$ cat src/rtl/fc_sched_if.sv
// Handshake bundle for fc_sched: ibuf write/backpressure, per-phase start/busy
// pairs, next-layer backpressure and status/clear.
interface fc_sched_if;
  logic ibuf_we;
  logic busy;
  logic ctrl_start;
  logic ctrl_busy;
  logic cim_start;
  logic cim_busy;
  logic func_start;
  logic func_busy;
  logic next_busy;
  logic layer_done;
  logic error;
  logic overflow;
  logic clr_err;

  // Scheduler side
  modport master (
    input  ibuf_we, ctrl_busy, cim_busy, func_busy, next_busy, clr_err,
    output busy, ctrl_start, cim_start, func_start, layer_done, error, overflow
  );

  // Surrounding layer / phase engines
  modport slave (
    output ibuf_we, ctrl_busy, cim_busy, func_busy, next_busy, clr_err,
    input  busy, ctrl_start, cim_start, func_start, layer_done, error, overflow
  );
endinterface

$ cat src/rtl/fc_sched.sv
// Fully-connected layer sequencer: counts ibuf writes, then runs ctrl load, CIM
// compute and func readout with start/busy handshakes. FC_SCHED_OVERLAP_EN lets
// the ibuf refill once ctrl load is done.
module fc_sched #(
  parameter int unsigned INPUT_SIZE  = 201,
  parameter int unsigned ACK_TIMEOUT = 16
) (
  input  logic       clk,
  input  logic       rst,
  fc_sched_if.master bus
);

  localparam int unsigned CNT_W = $clog2(INPUT_SIZE + 1);
  localparam int unsigned ACK_W = 8;
  localparam logic [CNT_W-1:0] CNT_FULL  = CNT_W'(INPUT_SIZE);
  localparam logic [ACK_W-1:0] ACK_LIMIT = ACK_W'(ACK_TIMEOUT);

  typedef enum logic [3:0] {
    IDLE, LOAD_ACK, LOAD_RUN, CIM_ACK, CIM_RUN,
    FUNC_WAIT, FUNC_ACK, FUNC_RUN, ERR
  } state_t;

  state_t           state, state_nxt;
  logic [CNT_W-1:0] cnt, cnt_nxt;
  logic [ACK_W-1:0] ack_cnt, ack_nxt, ack_inc;
  logic             busy_q, busy_nxt;
  logic             ctrl_start_q, ctrl_start_nxt;
  logic             cim_start_q, cim_start_nxt;
  logic             func_start_q, func_start_nxt;
  logic             done_q, done_nxt;
  logic             error_q, error_nxt;
  logic             ovf_q, ovf_nxt;
  logic             accept;
  logic             pulse_cycle;
  logic             ack_busy;

  function automatic logic is_ack(state_t s);
    return (s == LOAD_ACK) || (s == CIM_ACK) || (s == FUNC_ACK);
  endfunction

  function automatic state_t run_of(state_t s);
    case (s)
      LOAD_ACK: return LOAD_RUN;
      CIM_ACK:  return CIM_RUN;
      default:  return FUNC_RUN;
    endcase
  endfunction

  // State and output registers
  always_ff @(posedge clk or negedge rst) begin
    if (!rst) begin
      state        <= IDLE;
      cnt          <= '0;
      ack_cnt      <= '0;
      busy_q       <= 1'b0;
      ctrl_start_q <= 1'b0;
      cim_start_q  <= 1'b0;
      func_start_q <= 1'b0;
      done_q       <= 1'b0;
      error_q      <= 1'b0;
      ovf_q        <= 1'b0;
    end else begin
      state        <= state_nxt;
      cnt          <= cnt_nxt;
      ack_cnt      <= ack_nxt;
      busy_q       <= busy_nxt;
      ctrl_start_q <= ctrl_start_nxt;
      cim_start_q  <= cim_start_nxt;
      func_start_q <= func_start_nxt;
      done_q       <= done_nxt;
      error_q      <= error_nxt;
      ovf_q        <= ovf_nxt;
    end
  end

  // Next-state, input count, ack timer and registered output values
  always_comb begin
    state_nxt      = state;
    cnt_nxt        = cnt;
    ack_nxt        = ack_cnt;
    ack_inc        = ack_cnt + ACK_W'(1);
    done_nxt       = 1'b0;
    error_nxt      = error_q;
    ovf_nxt        = ovf_q;
    busy_nxt       = 1'b0;
    ctrl_start_nxt = 1'b0;
    cim_start_nxt  = 1'b0;
    func_start_nxt = 1'b0;
    accept         = bus.ibuf_we & ~busy_q;
    pulse_cycle    = ctrl_start_q | cim_start_q | func_start_q;
    ack_busy       = 1'b0;

    case (state)
      LOAD_ACK: ack_busy = bus.ctrl_busy;
      CIM_ACK:  ack_busy = bus.cim_busy;
      FUNC_ACK: ack_busy = bus.func_busy;
      default:  ack_busy = 1'b0;
    endcase

    if (accept && (cnt != CNT_FULL)) cnt_nxt = cnt + CNT_W'(1);
    if (bus.ibuf_we && busy_q) ovf_nxt = 1'b1;

    case (state)
      IDLE: begin
        if ((cnt == CNT_FULL) && !error_q) state_nxt = LOAD_ACK;
      end
      LOAD_ACK, CIM_ACK, FUNC_ACK: begin
        // Busy on the pulse cycle is left over from before the start; ignore it.
        if (!pulse_cycle) begin
          if (ack_busy) begin
            state_nxt = run_of(state);
          end else begin
            ack_nxt = ack_inc;
            if (ack_inc == ACK_LIMIT) state_nxt = ERR;
          end
        end
      end
      LOAD_RUN: begin
        if (!bus.ctrl_busy) begin
          state_nxt = CIM_ACK;
          cnt_nxt   = accept ? CNT_W'(1) : '0;
        end
      end
      CIM_RUN: begin
        if (!bus.cim_busy) state_nxt = bus.next_busy ? FUNC_WAIT : FUNC_ACK;
      end
      FUNC_WAIT: begin
        if (!bus.next_busy) state_nxt = FUNC_ACK;
      end
      FUNC_RUN: begin
        if (!bus.func_busy) begin
          state_nxt = IDLE;
          done_nxt  = 1'b1;
        end
      end
      ERR:     state_nxt = ERR;
      default: state_nxt = IDLE;
    endcase

    if (state_nxt == ERR) error_nxt = 1'b1;
    if (is_ack(state_nxt) && (state_nxt != state)) ack_nxt = '0;

    // Clear wins over every transition taken above
    if (bus.clr_err) begin
      state_nxt = IDLE;
      cnt_nxt   = '0;
      ack_nxt   = '0;
      done_nxt  = 1'b0;
      error_nxt = 1'b0;
      ovf_nxt   = 1'b0;
    end

    ctrl_start_nxt = (state_nxt == LOAD_ACK) && (state != LOAD_ACK);
    cim_start_nxt  = (state_nxt == CIM_ACK)  && (state != CIM_ACK);
    func_start_nxt = (state_nxt == FUNC_ACK) && (state != FUNC_ACK);

`ifdef FC_SCHED_OVERLAP_EN
    busy_nxt = error_nxt | (cnt_nxt == CNT_FULL);
`else
    busy_nxt = error_nxt | (cnt_nxt == CNT_FULL) | (state_nxt != IDLE) | done_nxt;
`endif
  end

  assign bus.busy       = busy_q;
  assign bus.ctrl_start = ctrl_start_q;
  assign bus.cim_start  = cim_start_q;
  assign bus.func_start = func_start_q;
  assign bus.layer_done = done_q;
  assign bus.error      = error_q;
  assign bus.overflow   = ovf_q;

endmodule
$ cat src/flat_wrapper.sv
// flat-port wrapper written by rule: the top's interface ports become plain ports
module fc_sched_flat 
#(
  parameter int unsigned INPUT_SIZE  = 201,
  parameter int unsigned ACK_TIMEOUT = 16
)
  (clk, rst, bus_ibuf_we, bus_ctrl_busy, bus_cim_busy, bus_func_busy, bus_next_busy, bus_clr_err, bus_busy, bus_ctrl_start, bus_cim_start, bus_func_start, bus_layer_done, bus_error, bus_overflow);
  fc_sched_if bus_i ();
  input  logic clk;
  input  logic rst;
  input wire logic [$bits(bus_i.ibuf_we)-1:0] bus_ibuf_we;
  input wire logic [$bits(bus_i.ctrl_busy)-1:0] bus_ctrl_busy;
  input wire logic [$bits(bus_i.cim_busy)-1:0] bus_cim_busy;
  input wire logic [$bits(bus_i.func_busy)-1:0] bus_func_busy;
  input wire logic [$bits(bus_i.next_busy)-1:0] bus_next_busy;
  input wire logic [$bits(bus_i.clr_err)-1:0] bus_clr_err;
  output wire logic [$bits(bus_i.busy)-1:0] bus_busy;
  output wire logic [$bits(bus_i.ctrl_start)-1:0] bus_ctrl_start;
  output wire logic [$bits(bus_i.cim_start)-1:0] bus_cim_start;
  output wire logic [$bits(bus_i.func_start)-1:0] bus_func_start;
  output wire logic [$bits(bus_i.layer_done)-1:0] bus_layer_done;
  output wire logic [$bits(bus_i.error)-1:0] bus_error;
  output wire logic [$bits(bus_i.overflow)-1:0] bus_overflow;
  assign bus_i.ibuf_we = bus_ibuf_we;
  assign bus_i.ctrl_busy = bus_ctrl_busy;
  assign bus_i.cim_busy = bus_cim_busy;
  assign bus_i.func_busy = bus_func_busy;
  assign bus_i.next_busy = bus_next_busy;
  assign bus_i.clr_err = bus_clr_err;
  assign bus_busy = bus_i.busy;
  assign bus_ctrl_start = bus_i.ctrl_start;
  assign bus_cim_start = bus_i.cim_start;
  assign bus_func_start = bus_i.func_start;
  assign bus_layer_done = bus_i.layer_done;
  assign bus_error = bus_i.error;
  assign bus_overflow = bus_i.overflow;
  fc_sched #(.INPUT_SIZE(INPUT_SIZE), .ACK_TIMEOUT(ACK_TIMEOUT)) u_core (.clk(clk), .rst(rst), .bus(bus_i));
endmodule
$ cat config.mk
export PLATFORM = sky130hd
export DESIGN_NAME = fc_sched_flat
export DESIGN_NICKNAME = d
export VERILOG_FILES = /design/src/rtl/fc_sched_if.sv /design/src/rtl/fc_sched.sv /design/src/flat_wrapper.sv
export SDC_FILE = /design/constraint.sdc
export NUM_CORES = 1
export LEC_CHECK = 0
export CORE_AREA = 4 4 83 85
export CTS_BUF_LIST = sky130_fd_sc_hd__clkbuf_8
export DETAILED_ROUTE_END_ITERATION = 6
export DIE_AREA = 0 0 87 89
export GPL_TIMING_DRIVEN = 0
export SLEW_MARGIN = 10
export SYNTH_ARGS = -nofsm -noshare
export SYNTH_HDL_FRONTEND = slang
export SYNTH_SLANG_ARGS = --single-unit
$ cat constraint.sdc
create_clock -name clk -period 2.44 [get_ports clk]
set_input_delay 0.488 -clock clk [delete_from_list [all_inputs] [get_ports clk]]
set_output_delay 0.488 -clock clk [all_outputs]
set_load 0.005 [all_outputs]
Yosys cells after proc, flatten, opt, wreduce, memory -nomap -nowiden
Index checks and enable logic that the tools add are counted.
- register bits: 27
- bits of input ports: 8
- output and inout port bits: 7
- word-level logic and storage cells: 90
- $add $sub $neg: 2
- eq/ne operators: 25
- mux-type cells: 30
- bitwise logic cells: 7
- reductions and logical operators: 16
- operator list (kind ; number):
    $mux 8 ; 9
    $mux 4 ; 9
    $pmux 4 s7 ; 1
    $eq 4x3->1 const B ; 6
    $add 8x1->8 const B ; 2
    $eq 4x2->1 const B ; 4
    $eq 8x8->1 const B ; 2
    $eq 4x1->1 const B ; 3
    $eq 4x4->1 const B ; 2
    $eq 8x5->1 const B ; 1
    $mux 1 ; 8
    $ne 8x8->1 const B ; 1
    $logic_and 1x1->1 ; 7
    $ne 3x3->1 const B ; 2
    $pmux 3 s2 ; 1
    $or 1x1->1 ; 5
    $logic_not 4->1 ; 1
    $ne 4x1->1 const B ; 1
    $ne 4x2->1 const B ; 1
    $ne 4x3->1 const B ; 1
    $ne 4x4->1 ; 1
    $reduce_bool 4->1 ; 1
    $pmux 1 s3 ; 1
    $reduce_and 3->1 ; 1
    8 further kinds ; 9

Depth between registers and ports, before layout
Gate-level depths: netlist of run 1.
- word-level depth: 12
- mapped depth: 8

Worst setup path after synthesis of run 1
Ideal clock, no wire load.
- path kind: register -> register
- start: reg u_core.cnt[0]
- end: reg u_core.busy_q (netlist: u_core.bus.busy)
- setup time: 0.071 ns
- arrival: 1.915 ns
- required time: 2.369 ns
- setup slack: 0.454 ns
- stages on the path, launching flop included: 8
- period minus slack after synthesis: 1.986 ns
- path through: dfrtp_1 > ha_1 > and4b_4 > a21oi_4 > xnor2_1 > or3_1 > or4_1 > nand4_1
- cells in the longest elaborated chain, start to end: 10
- elaborated cells on any way between the ends: 20
- ends and longest elaborated chain (element ; RTL line ; text):
    start: declaration ; fc_sched.sv:24 ; logic [CNT_W-1:0] cnt, cnt_nxt;
    start signal: assignment ; fc_sched.sv:64 ; cnt <= cnt_nxt;
    parallel branches: the longest is 8 deep, another holds $add 8x1->8 ; n/a ;
    $or 1x1->1 * (2 in series) ; fc_sched.sv:160 ; busy_nxt = error_nxt | (cnt_nxt == CNT_FULL) | (state_nxt != IDLE) | done_nxt;
    via u_core.busy_nxt ; fc_sched.sv:26 ; logic busy_q, busy_nxt;
    end signal: assignment ; fc_sched.sv:66 ; busy_q <= busy_nxt;
    end: declaration ; fc_sched.sv:26 ;
Mark *: on every way through the listed nets, which the timed path passes.
A chain may end at the register's enable or synchronous reset.

Final worst setup path of run 1
- start: in bus_func_busy
- end: reg u_core.ack_cnt[1]
- cells in the longest elaborated chain, start to end: 10
- elaborated cells on any way between the ends: 18
- ends and longest elaborated chain (element ; RTL line ; text):
    start: declaration ; flat_wrapper.sv:14 ; input wire logic [$bits(bus_i.func_busy)-1:0] bus_func_busy;
    $pmux 1 s3 ; fc_sched.sv:93 ; case (state)
    $mux 4 ; fc_sched.sv:110 ; if (ack_busy) begin
    $mux 4 ; fc_sched.sv:109 ; if (!pulse_cycle) begin
    $pmux 4 s7 ; fc_sched.sv:103 ; case (state)
    $eq 4x1->1 or $eq 4x2->1 (tied branches) ; fc_sched.sv:38 ; return (s == LOAD_ACK) || (s == CIM_ACK) || (s == FUNC_ACK);
    $logic_or 1x1->1 (2 in series) ; fc_sched.sv:38 ;
    $logic_and 1x1->1 ; fc_sched.sv:141 ; if (is_ack(state_nxt) && (state_nxt != state)) ack_nxt = '0;
    $ne 3x3->1 (no source line) (tied with other cells) ; n/a ;
    $reduce_and 3->1 (no source line) or $mux 8 (tied branches) ; n/a ;
    end signal: assignment ; fc_sched.sv:65 ; ack_cnt <= ack_nxt;
    end: declaration ; fc_sched.sv:25 ; logic [ACK_W-1:0] ack_cnt, ack_nxt, ack_inc;
Several ways; a longest one is shown, not always the timed one.

==> results of run 1 <==
metal layers:
layer | track usage | vias to the layer above
met4 | 0.0255 | 0
met2 | 0.186 | 26
li1 | - | 757
met1 | 0.156 | 732
met3 | 0.0230 | 6
met5 | 0 | -
area by class of cell:
class	instances	area, um^2	share of cell area
well taps	77	96.3	0.0465
flip-flops and latches	27	676	0.326
repair buffers	15	140	0.0676
inverters	8	30.0	0.0145
clock inverters	1	3.75	0.00181
multi-input cells	158	1030	0.498
clock buffers	3	41.3	0.0199
plain buffers	8	52.6	0.0253
metrics by stage:
stage | hold WS (ps) | cell area [um^2] | setup slack [ps] | utilization
floorplan | 192 | 1790 | 454 | -
global placement | 485 | 2020 | -156 | 0.325
detailed placement | 489 | 2010 | -175 | 0.324
CTS | 254 | 2060 | 131 | 0.332
global route | 271 | 2070 | 14.8 | 0.334
finish | 213 | 2070 | 148 | 0.334
report_power, final:
part	leakage (nW)	switching (mW)	internal (mW)
Sequential	0.375	0.00418	0.450
Combinational	0.449	0.0353	0.0230
Clock	0.0269	0.145	0.113
critical path, cell delays in order:
cell and delay, ps:
clkdlybuf4s50_1 500, nand3b_1 140, a21oi_2 120, or2_1 260, o311a_1 410, o311ai_4 290
buf_4 200, nor2_1 60
final timing paths:
check	slack (ps)	cells after the start	endpoint
max	150	8	u_core.ack_cnt[1]
min in group clk	500	2	u_core.bus.overflow
min	210	1	u_core.bus.func_start
max in group asynchronous	1800	1	u_core.bus.error
max reg2reg	150	8	u_core.ack_cnt[1]
min reg2reg	500	2	u_core.bus.overflow
kinds of logic (layout without fill, tap and decap cells):
group           Yosys count  count (layout)
fa+ha+maj                 3               3
flops                    27              27
buf+inv                  16              35
mux                       2               2
simple gates            101             101
compound gates           38              38
xor+xnor                 14              14
cell usage in the layout, fill, tap and decap left out, types with 2 or more instances in the layout:
cell	n
nand2_1	16
nand3b_1	5
nor3_1	8
ha_1	3
and4b_1	2
nor4_1	4
mux2i_1	2
buf_4	5
nand3_1	4
buf_2	4
dfrtp_1	27
a21o_1	2
xor2_1	8
nand2b_1	5
or4_1	2
clkbuf_8	3
nor2_1	28
a21oi_1	14
o221ai_1	2
nor2b_1	5
o21ai_0	4
inv_1	9
xnor2_1	6
or2_1	2
clkdlybuf4s50_1	12
nand4_1	8
nor3b_1	2
or3_1	2
timing repair:
action / CTS / global route
buffers inserted: 0 / 2
hold endpoints to repair: 0 / 0
resized for setup: 0 / 1
setup endpoints to repair: 0 / 5
==> flow_metrics.py, run 1 <==
metrics = {
    "run_status": {
        "status": "finished, final reports clean",
    },
    "synth": {
        "avgSynthCellArea_um2": 8.91,
        "ys_warn_count": 0,
        "synth_seq_area_share": 0.377,
        "synth_cells": 201,
        "synth_flop_cell": "dfrtp_1",
        "synthMuxAreaShare": 0.0112,
        "synth_compound_area_frac": 0.161,
        "synth.net_count": 212,
        "synth_most_common_cell": "nor2_1",
        "synth_adder_area_share": 0.0210,
        "ys_top_cells_by_count": "nor2_1 (28), dfrtp_1 (27), nand2_1 (16)",
        "synth_top_family_by_area": "simple AND/OR/NAND/NOR gates",
        "syn-cell-area_um2": 1790,
        "yosys-top-cells-area": "dfrtp_1 (38%), nor2_1 (5.9%), a21oi_1 (3.9%), xor2_1 (3.9%), nand2_1 (3.4%)",
        "synthArstFlopShare": 1.00,
        "synth_top_area_cell": "dfrtp_1",
        "synth_edf_count": 0,
        "synth_seq_cells": 27,
        "synth-xor-area-share": 0.0685,
        "synth_top_area_frac": 0.377,
        "synthDistinctLibCells": 52,
        "yosys.area_share.simple": 0.315,
    },
    "drt": {
        "wirelength_met1_um": 2000,
        "vias": 1521,
        "dr.pass1.iters": 4,
        "routed.top_layer": "met4",
        "ant_nets": 0,
        "wl_met3_um": 144,
        "post_drt_via_cell_ratio": 5.12,
        "drtIter0Drc": 108,
        "wl_met2_um": 1940,
        "wl_per_cell_um": 13.9,
        "drc": 0,
        "drt-total-wl_um": 4140,
    },
    "die": {
        "num_io_pins": 15,
        "start_util": 0.289,
        "core_um2": 6200,
        "rows": 29,
        "die_h_um": 89,
        "die_w_um": 87,
        "fp.dieArea_um2": 7740,
    },
    "pwr": {
        "ir_worst_vdd_uv": 260,
        "powerDensity_nw_per_um2": 372,
        "leakage_nw": 0.851,
        "power_mw": 0.771,
    },
    "sta": {
        "fin_skew_ps": 7.59,
        "maxSlewViolCount": 0,
        "max_freq_ghz": 0.436,
        "finalHoldViolations": 0,
        "fin_tns_setup_ps": 0,
        "setup_viol": 0,
        "period_minus_slack_ps": 2290,
        "worst_pin_slew_ps": 638,
        "slew_headroom": 0.575,
        "rsz0062_at_grt": "no",
        "min_period_over_period": 0.940,
    },
    "critical_path": {
        "path_max_fanout": 8,
        "crit_arrival_ps": 2470,
        "start_kind": "primary input",
        "crit_start": "bus_func_busy",
        "cp.required_ps": 2610,
        "endpoint_kind": "flop",
        "r2r_start": "u_core.cnt[0]",
        "crit_type": "in2reg",
    },
    "clocking": {
        "cts_max_level": 1,
        "cts_hold_buf": 0,
        "cts_buffers": 3,
        "clock_path_buffers": 2,
        "cts_sinks": 27,
        "cts_tree": "built",
        "clk_pin_slew_ps": 100,
        "clock_latency_ps": 270,
        "root_buffer": "clkbuf_8",
    },
    "placement": {
        "gp_congestion": 0.892,
        "place_inst": 291,
        "port_buffers": 13,
        "hpwl_um": 3020,
    },
    "global_route": {
        "grt_start_max_net_pins": 28,
        "grt_pass1_wl_um": 7020,
        "grt_remaining_overflow": 0,
        "antenna_found_initial": 0,
        "grt_usage": 0.114,
        "grt_pass1_vias": 1441,
    },
    "cells_and_area": {
        "largestRegisters": "u_core.ack_cnt (8), u_core.cnt (8), u_core.state (4)",
        "instances_no_fill": 297,
        "area_growth_pct": 15.8,
        "nets": 232,
        "antenna_cells": 0,
        "drive_gt1_frac": 0.105,
        "fillers": 641,
    },
    "job": {
        "drv_cap": 0,
    },
    "worst_hold_path": {
        "min_path_type": "in2async",
    },
}
No activity file was read; power rests on OpenSTA's default activity.
==> run 2, diff against run 1 <==
--- a/config.mk
+++ b/config.mk
@@ -5,10 +5,10 @@
 export SDC_FILE = /design/constraint.sdc
 export NUM_CORES = 1
 export LEC_CHECK = 0
-export CORE_AREA = 4 4 83 85
+export CORE_AREA = 2 2 81 83
 export CTS_BUF_LIST = sky130_fd_sc_hd__clkbuf_8
 export DETAILED_ROUTE_END_ITERATION = 6
-export DIE_AREA = 0 0 87 89
+export DIE_AREA = 0 0 83 85
 export GPL_TIMING_DRIVEN = 0
 export SLEW_MARGIN = 10
 export SYNTH_ARGS = -nofsm -noshare
==> run 2 against run 1 <==
  * First-iteration DRC count down 33%
  * Final cell count down 0.67%
  * Hold slack worse by 11 ps
  * Count of clock-buffer cells in the layout unchanged
  * Combinational power down 3%
  * Setup slack worse by 12 ps
  * Die area down 8.9%
  * Non-clock buffer count down 2
  * Register-to-register slack better by 20 ps
  * Clock power up 2%
  * Clock skew down 1.9 ps
  * Routed wire length down 1.4%
  * Critical path type unchanged
==> flow_metrics.py, run 2 (same netlist as run 1, synthesis figures left out) <==
metrics = {
    "global_route": {
        "antenna_found_initial": 0,
        "grt_start_max_net_pins": 28,
        "grt_pass1_vias": 1503,
        "grt_usage": 0.121,
        "grt_pass1_wl_um": 7110,
        "grt_remaining_overflow": 0,
    },
    "drt": {
        "post_drt_via_cell_ratio": 5.20,
        "wl_per_cell_um": 13.8,
        "ant_nets": 0,
        "drc": 0,
        "drtIter0Drc": 72,
        "drt-total-wl_um": 4080,
        "vias": 1533,
        "dr.pass1.iters": 4,
    },
    "sta": {
        "maxSlewViolCount": 0,
        "worst_pin_slew_ps": 610,
        "min_period_over_period": 0.944,
        "fin_skew_ps": 5.73,
        "max_freq_ghz": 0.434,
        "fin_tns_setup_ps": 0,
        "period_minus_slack_ps": 2300,
        "slew_headroom": 0.593,
        "setup_viol": 0,
        "rsz0062_at_grt": "no",
        "finalHoldViolations": 0,
    },
    "pwr": {
        "leakage_nw": 0.853,
        "powerDensity_nw_per_um2": 374,
        "ir_worst_vdd_uv": 266,
    },
    "clocking": {
        "clock_path_buffers": 2,
        "root_buffer": "clkbuf_8",
        "cts_max_level": 1,
        "cts_tree": "built",
        "cts_buffers": 3,
        "cts_sinks": 27,
        "postCtsSetupBuffers": 0,
        "clock_latency_ps": 270,
        "clk_pin_slew_ps": 100,
    },
    "cells_and_area": {
        "antenna_cells": 0,
        "fillers": 636,
        "layout_commonest_cell": "nor2_1",
        "layout_common_cells": "nor2_1 (28), dfrtp_1 (27), nand2_1 (16)",
        "instances_no_fill": 295,
        "nets": 230,
        "largestRegisters": "u_core.ack_cnt (8), u_core.cnt (8), u_core.state (4)",
        "drive_gt1_frac": 0.101,
        "area_growth_pct": 15.6,
        "regArea_um2": 676,
        "multi_input_area_um2": 1040,
    },
    "die": {
        "num_io_pins": 15,
        "fp.dieArea_um2": 7060,
        "start_util": 0.289,
        "die_w_um": 83,
        "die_h_um": 85,
        "core_um2": 6200,
        "rows": 29,
    },
    "critical_path": {
        "path_max_fanout": 6,
        "r2r_start": "u_core.state[3]",
        "crit_type": "in2reg",
        "crit_start": "bus_func_busy",
        "cp_top_family": "simple AND/OR/NAND/NOR gates",
        "start_kind": "primary input",
        "max_stage_delay_ps": 500,
        "crit_arrival_ps": 2500,
        "endpoint_kind": "flop",
        "path_buf_inv": 1,
        "cp_slowest_cell": "clkdlybuf4s50_1",
        "path_cells": "clkdlybuf4s50_1 -> nand3b_1 -> a21oi_2 -> or2_1 -> o311a_4 -> or4_1 -> a21oi_1",
        "cp.required_ps": 2630,
    },
    "job": {
        "drv_cap": 0,
    },
    "placement": {
        "gp_congestion": 0.832,
        "hpwl_um": 2990,
        "port_buffers": 13,
        "place_inst": 291,
    },
    "run_status": {
        "status": "finished, final reports clean",
    },
    "worst_hold_path": {
        "min_path_type": "in2async",
    },
}
==> run 2: layout make-up <==
class,count,area share
Sequential cell,27,0.326
Tap cell,77,0.0466
Buffer,8,0.0254
Inverter,8,0.0145
Clock inverter,1,0.00181
Multi-Input combinational cell,158,0.505
Timing Repair Buffer,13,0.0605
Clock buffer,3,0.0200
==> run 2: metal layers <==
layer	global-route usage	routed length, um	share of wire
met3	0.0263	199	0.049
met2	0.202	1960	0.48
met4	0.0268	37	0.0091
met1	0.163	1890	0.46
met5	0	0	0
==> run 2: path summary, 6_finish.rpt <==
| check | endpoint | slack (ps) | cells after the start |
|---|---|---|---|
| max | u_core.bus.ctrl_start | 140 | 7 |
| min | u_core.bus.func_start | 200 | 1 |
| max reg2reg | u_core.bus.busy | 170 | 7 |
| min reg2reg | u_core.bus.overflow | 510 | 2 |
| max in group asynchronous | u_core.cnt[7] | 1830 | 1 |
| min in group clk | u_core.bus.overflow | 510 | 2 |
==> run 2: what timing repair did <==
item                       CTS  global route
hold buffers                 0             0
resized for setup            0             3
setup endpoints to repair    0             3
==> run 2: metrics by stage <==
| step | setup slack (ps) | area, um^2 | hold slack (ps) | power [mW] | utilization |
|---|---|---|---|---|---|
| after detailed placement | -236 | 2010 | 498 | 0.521 | 0.324 |
| after CTS | 61.1 | 2060 | 238 | 0.783 | 0.332 |
| after global routing | 19.7 | 2070 | 268 | 0.806 | 0.334 |
| after floorplan | 454 | 1790 | 192 | 0.492 | - |
| after global placement | -164 | 2020 | 485 | 0.522 | 0.325 |
| final | 136 | 2070 | 202 | 0.773 | 0.334 |
==> run 2: where the power goes <==
part	internal, mW	switching [mW]	total [mW]
logic	0.0220	0.0345	0.0565
registers	0.450	0.00421	0.454
clock network	0.113	0.149	0.262
==> run 3, diff against run 2 <==
--- a/config.mk
+++ b/config.mk
@@ -5,10 +5,12 @@
 export SDC_FILE = /design/constraint.sdc
 export NUM_CORES = 1
 export LEC_CHECK = 0
-export CORE_AREA = 2 2 81 83
+export ABC_AREA = 1
+export CORE_AREA = 2 2 82 84
 export CTS_BUF_LIST = sky130_fd_sc_hd__clkbuf_8
 export DETAILED_ROUTE_END_ITERATION = 6
-export DIE_AREA = 0 0 83 85
+export DIE_AREA = 0 0 84 86
+export GPL_ROUTABILITY_DRIVEN = 0
 export GPL_TIMING_DRIVEN = 0
 export SLEW_MARGIN = 10
 export SYNTH_ARGS = -nofsm -noshare
==> run 3 against run 2 <==
  * Global-route usage up 0.39 points
  * Highest routed layer unchanged
  * Maximum frequency up 4.5%
  * Sequential share of layout area down 1.5 points
  * Largest cell class unchanged
  * Largest power group unchanged
  * Synthesized cell count up 33%
==> flow_metrics.py, run 3 <==
metrics = {
    "drt": {
        "drt-total-wl_um": 4250,
        "vias": 1698,
        "ant_nets": 0,
        "drc": 0,
        "dr.pass1.iters": 4,
        "drtIter0Drc": 71,
        "wl_per_cell_um": 11.6,
        "post_drt_via_cell_ratio": 4.64,
    },
    "pwr": {
        "ir_worst_vdd_uv": 172,
        "powerDensity_nw_per_um2": 359,
        "netSwitchingPower_mw": 0.187,
        "p_seq_frac": 0.592,
        "swShare": 0.241,
        "leakage_nw": 1.10,
        "p_comb_frac": 0.083,
        "p_clk_frac": 0.325,
        "p_int_mw": 0.591,
    },
    "clocking": {
        "cts_max_level": 1,
        "clock_latency_ps": 280,
        "clk_pin_slew_ps": 100,
        "cts_hold_buf": 0,
        "cts_tree": "built",
        "clock_path_buffers": 2,
        "root_buffer": "clkbuf_8",
        "cts_buffers": 3,
        "cts_sinks": 27,
    },
    "global_route": {
        "grt_pass1_wl_um": 7470,
        "grt_usage": 0.125,
        "antenna_found_initial": 0,
        "grt_pass1_vias": 1615,
        "grt_start_max_net_pins": 28,
        "grt_remaining_overflow": 0,
    },
    "critical_path": {
        "worst-r2r-setup-slack_ps": 240,
        "crit_arrival_ps": 2380,
        "r2r_start": "u_core.ack_cnt[0]",
        "crit_type": "reg2reg",
        "ff2ff_path_depth": 15,
        "cp.required_ps": 2610,
        "timing.rr.end": "u_core.ack_cnt[1]",
        "endpoint_kind": "flop",
        "start_kind": "flop",
        "path_max_fanout": 8,
        "crit_start": "u_core.ack_cnt[0]",
    },
    "run_status": {
        "status": "finished, final reports clean",
    },
    "sta": {
        "holdWs_ps": 197,
        "rsz0062_at_grt": "no",
        "min_period_over_period": 0.904,
        "finalHoldViolations": 0,
        "fin_skew_ps": 14.5,
        "maxSlewViolCount": 0,
        "setup_viol": 0,
        "worst_pin_slew_ps": 602,
        "period_minus_slack_ps": 2200,
        "slew_headroom": 0.599,
        "max_freq_ghz": 0.454,
        "fin_tns_setup_ps": 0,
    },
    "synth": {
        "synth_top_area_frac": 0.366,
        "synth_cells": 268,
        "synth_seq_area_share": 0.366,
        "synth_top_area_cell": "dfrtp_1",
        "synth_seq_cells": 27,
        "synth_most_common_cell": "nand2_1",
        "ys_top_cells_by_count": "nand2_1 (65), inv_1 (37), dfrtp_1 (27)",
        "yosys-top-cells-area": "dfrtp_1 (37%), nand2_1 (13%), inv_1 (7.5%), nor2_1 (4.5%), a21oi_1 (4.1%)",
        "synthDistinctLibCells": 31,
        "synthArstFlopShare": 1.00,
        "synth.net_count": 279,
        "ys_warn_count": 0,
        "synth_edf_count": 0,
        "synth_flop_cell": "dfrtp_1",
        "avgSynthCellArea_um2": 6.90,
        "syn-cell-area_um2": 1850,
    },
    "cells_and_area": {
        "layout_common_cells": "nand2_1 (64), inv_1 (38), dfrtp_1 (27)",
        "nets": 301,
        "drive_gt1_frac": 0.142,
        "area_growth_pct": 17.3,
        "layout_commonest_cell": "nand2_1",
        "post-route-util": 0.345,
        "largestRegisters": "u_core.ack_cnt (8), u_core.cnt (8), u_core.state (4)",
        "fillers": 683,
        "antenna_cells": 0,
    },
    "die": {
        "rows": 29,
        "core_um2": 6280,
        "num_io_pins": 15,
        "die_h_um": 86,
        "fp.dieArea_um2": 7220,
        "start_util": 0.294,
        "die_w_um": 84,
    },
    "job": {
        "drv_cap": 0,
    },
    "placement": {
        "port_buffers": 14,
        "hpwl_um": 3230,
    },
    "worst_hold_path": {
        "min_path_type": "in2async",
    },
}
-- run 3: cell types whose count changed in the layout (fill, tap and decap cells not counted), moves of 6 or more --
cell | previous run | this run
inv_2 | 0 | 10
xnor2_1 | 6 | 0
inv_1 | 9 | 38
nand2_1 | 16 | 64
nand3_1 | 4 | 15
nor2_1 | 28 | 22
o21ai_0 | 3 | 15
nor2_2 | 0 | 8
-- run 3: per-stage QoR --
stage | instance area, um^2 | power (mW) | instances | worst slack (ps)
2_1_floorplan | 1850 | 0.503 | 268 | 569
3_3_place_gp | 2080 | 0.536 | 359 | 104
3_5_place_dp | 2080 | 0.536 | 359 | 110
4_1_cts | 2120 | 0.787 | 363 | 202
5_1_grt | 2170 | 0.821 | 366 | 18.5
6_report | 2170 | 0.778 | 366 | 235
-- run 3: what timing repair did --
item | in CTS | in global routing
resized for setup | 0 | 4
buffers inserted | 0 | 3
endpoints found under the setup margin | 0 | 10
-- run 3: worst max-delay path: stages (launching register included) --
cell and delay (ps):
dfrtp_1 460, ha_4 180, nand3_1 100, xor2_1 180
nor2_1 160, nand3_2 140, nand2_1 90, nand2_1 50
nand2_1 50, nand2_1 40, nand2_1 100, nand2_1 130
inv_2 90, nand3_1 110, nand2_4 130, a21oi_1 80
-- run 3: layout make-up --
type,instances,area [um^2],area share
tap,77,96.3,0.0445
buffer,4,21.3,0.00982
timing repair buffer,17,158,0.0727
sequential,27,676,0.312
inverter,47,176,0.0814
clock buffer,3,41.3,0.0191
clock inverter,1,3.75,0.00173
multi-input combinational,190,995,0.459
-- run 3: cell families (layout without fill, tap and decap cells) --
logic type                 count (synthesis)  count (layout)  share of synthesized area
and+or+nand+nor                          143             143                      0.368
buffers and inverters                     51              72                      0.107
AOI/OAI and AO/OA                         39              39                      0.115
DFF                                       27              27                      0.366
xor gates and xnor gates                   5               5                     0.0237
adders and majority gates                  3               3                     0.0203
-- run 3: how the worst max path moves through the flow --
stage | depth (start not counted) | end | slack, ps
finish | 15 | u_core.ack_cnt[1] | 240
global route | 16 | u_core.bus.busy | 20
CTS | 15 | u_core.ack_cnt[1] | 200
detailed placement | 12 | u_core.bus.busy | 110
global placement | 12 | u_core.bus.busy | 100
floorplan | 16 | u_core.ack_cnt[6] | 570
-- run 3: power groups by stage --
stage	combinational [mW]	clock [mW]	sequential [mW]
finish	0.0646	0.253	0.461
global route	0.0769	0.281	0.463
CTS	0.0661	0.260	0.461
detailed placement	0.0662	0	0.469
global placement	0.0661	0	0.470
floorplan	0.0348	0	0.468
-- run 3: metal layers --
layer,GRT usage,part of all wire,vias up
met4,0.0469,0.013,0
li1,-,-,899
met3,0.0173,0.042,7
met5,0,0,-
met2,0.197,0.43,39
met1,0.176,0.51,753
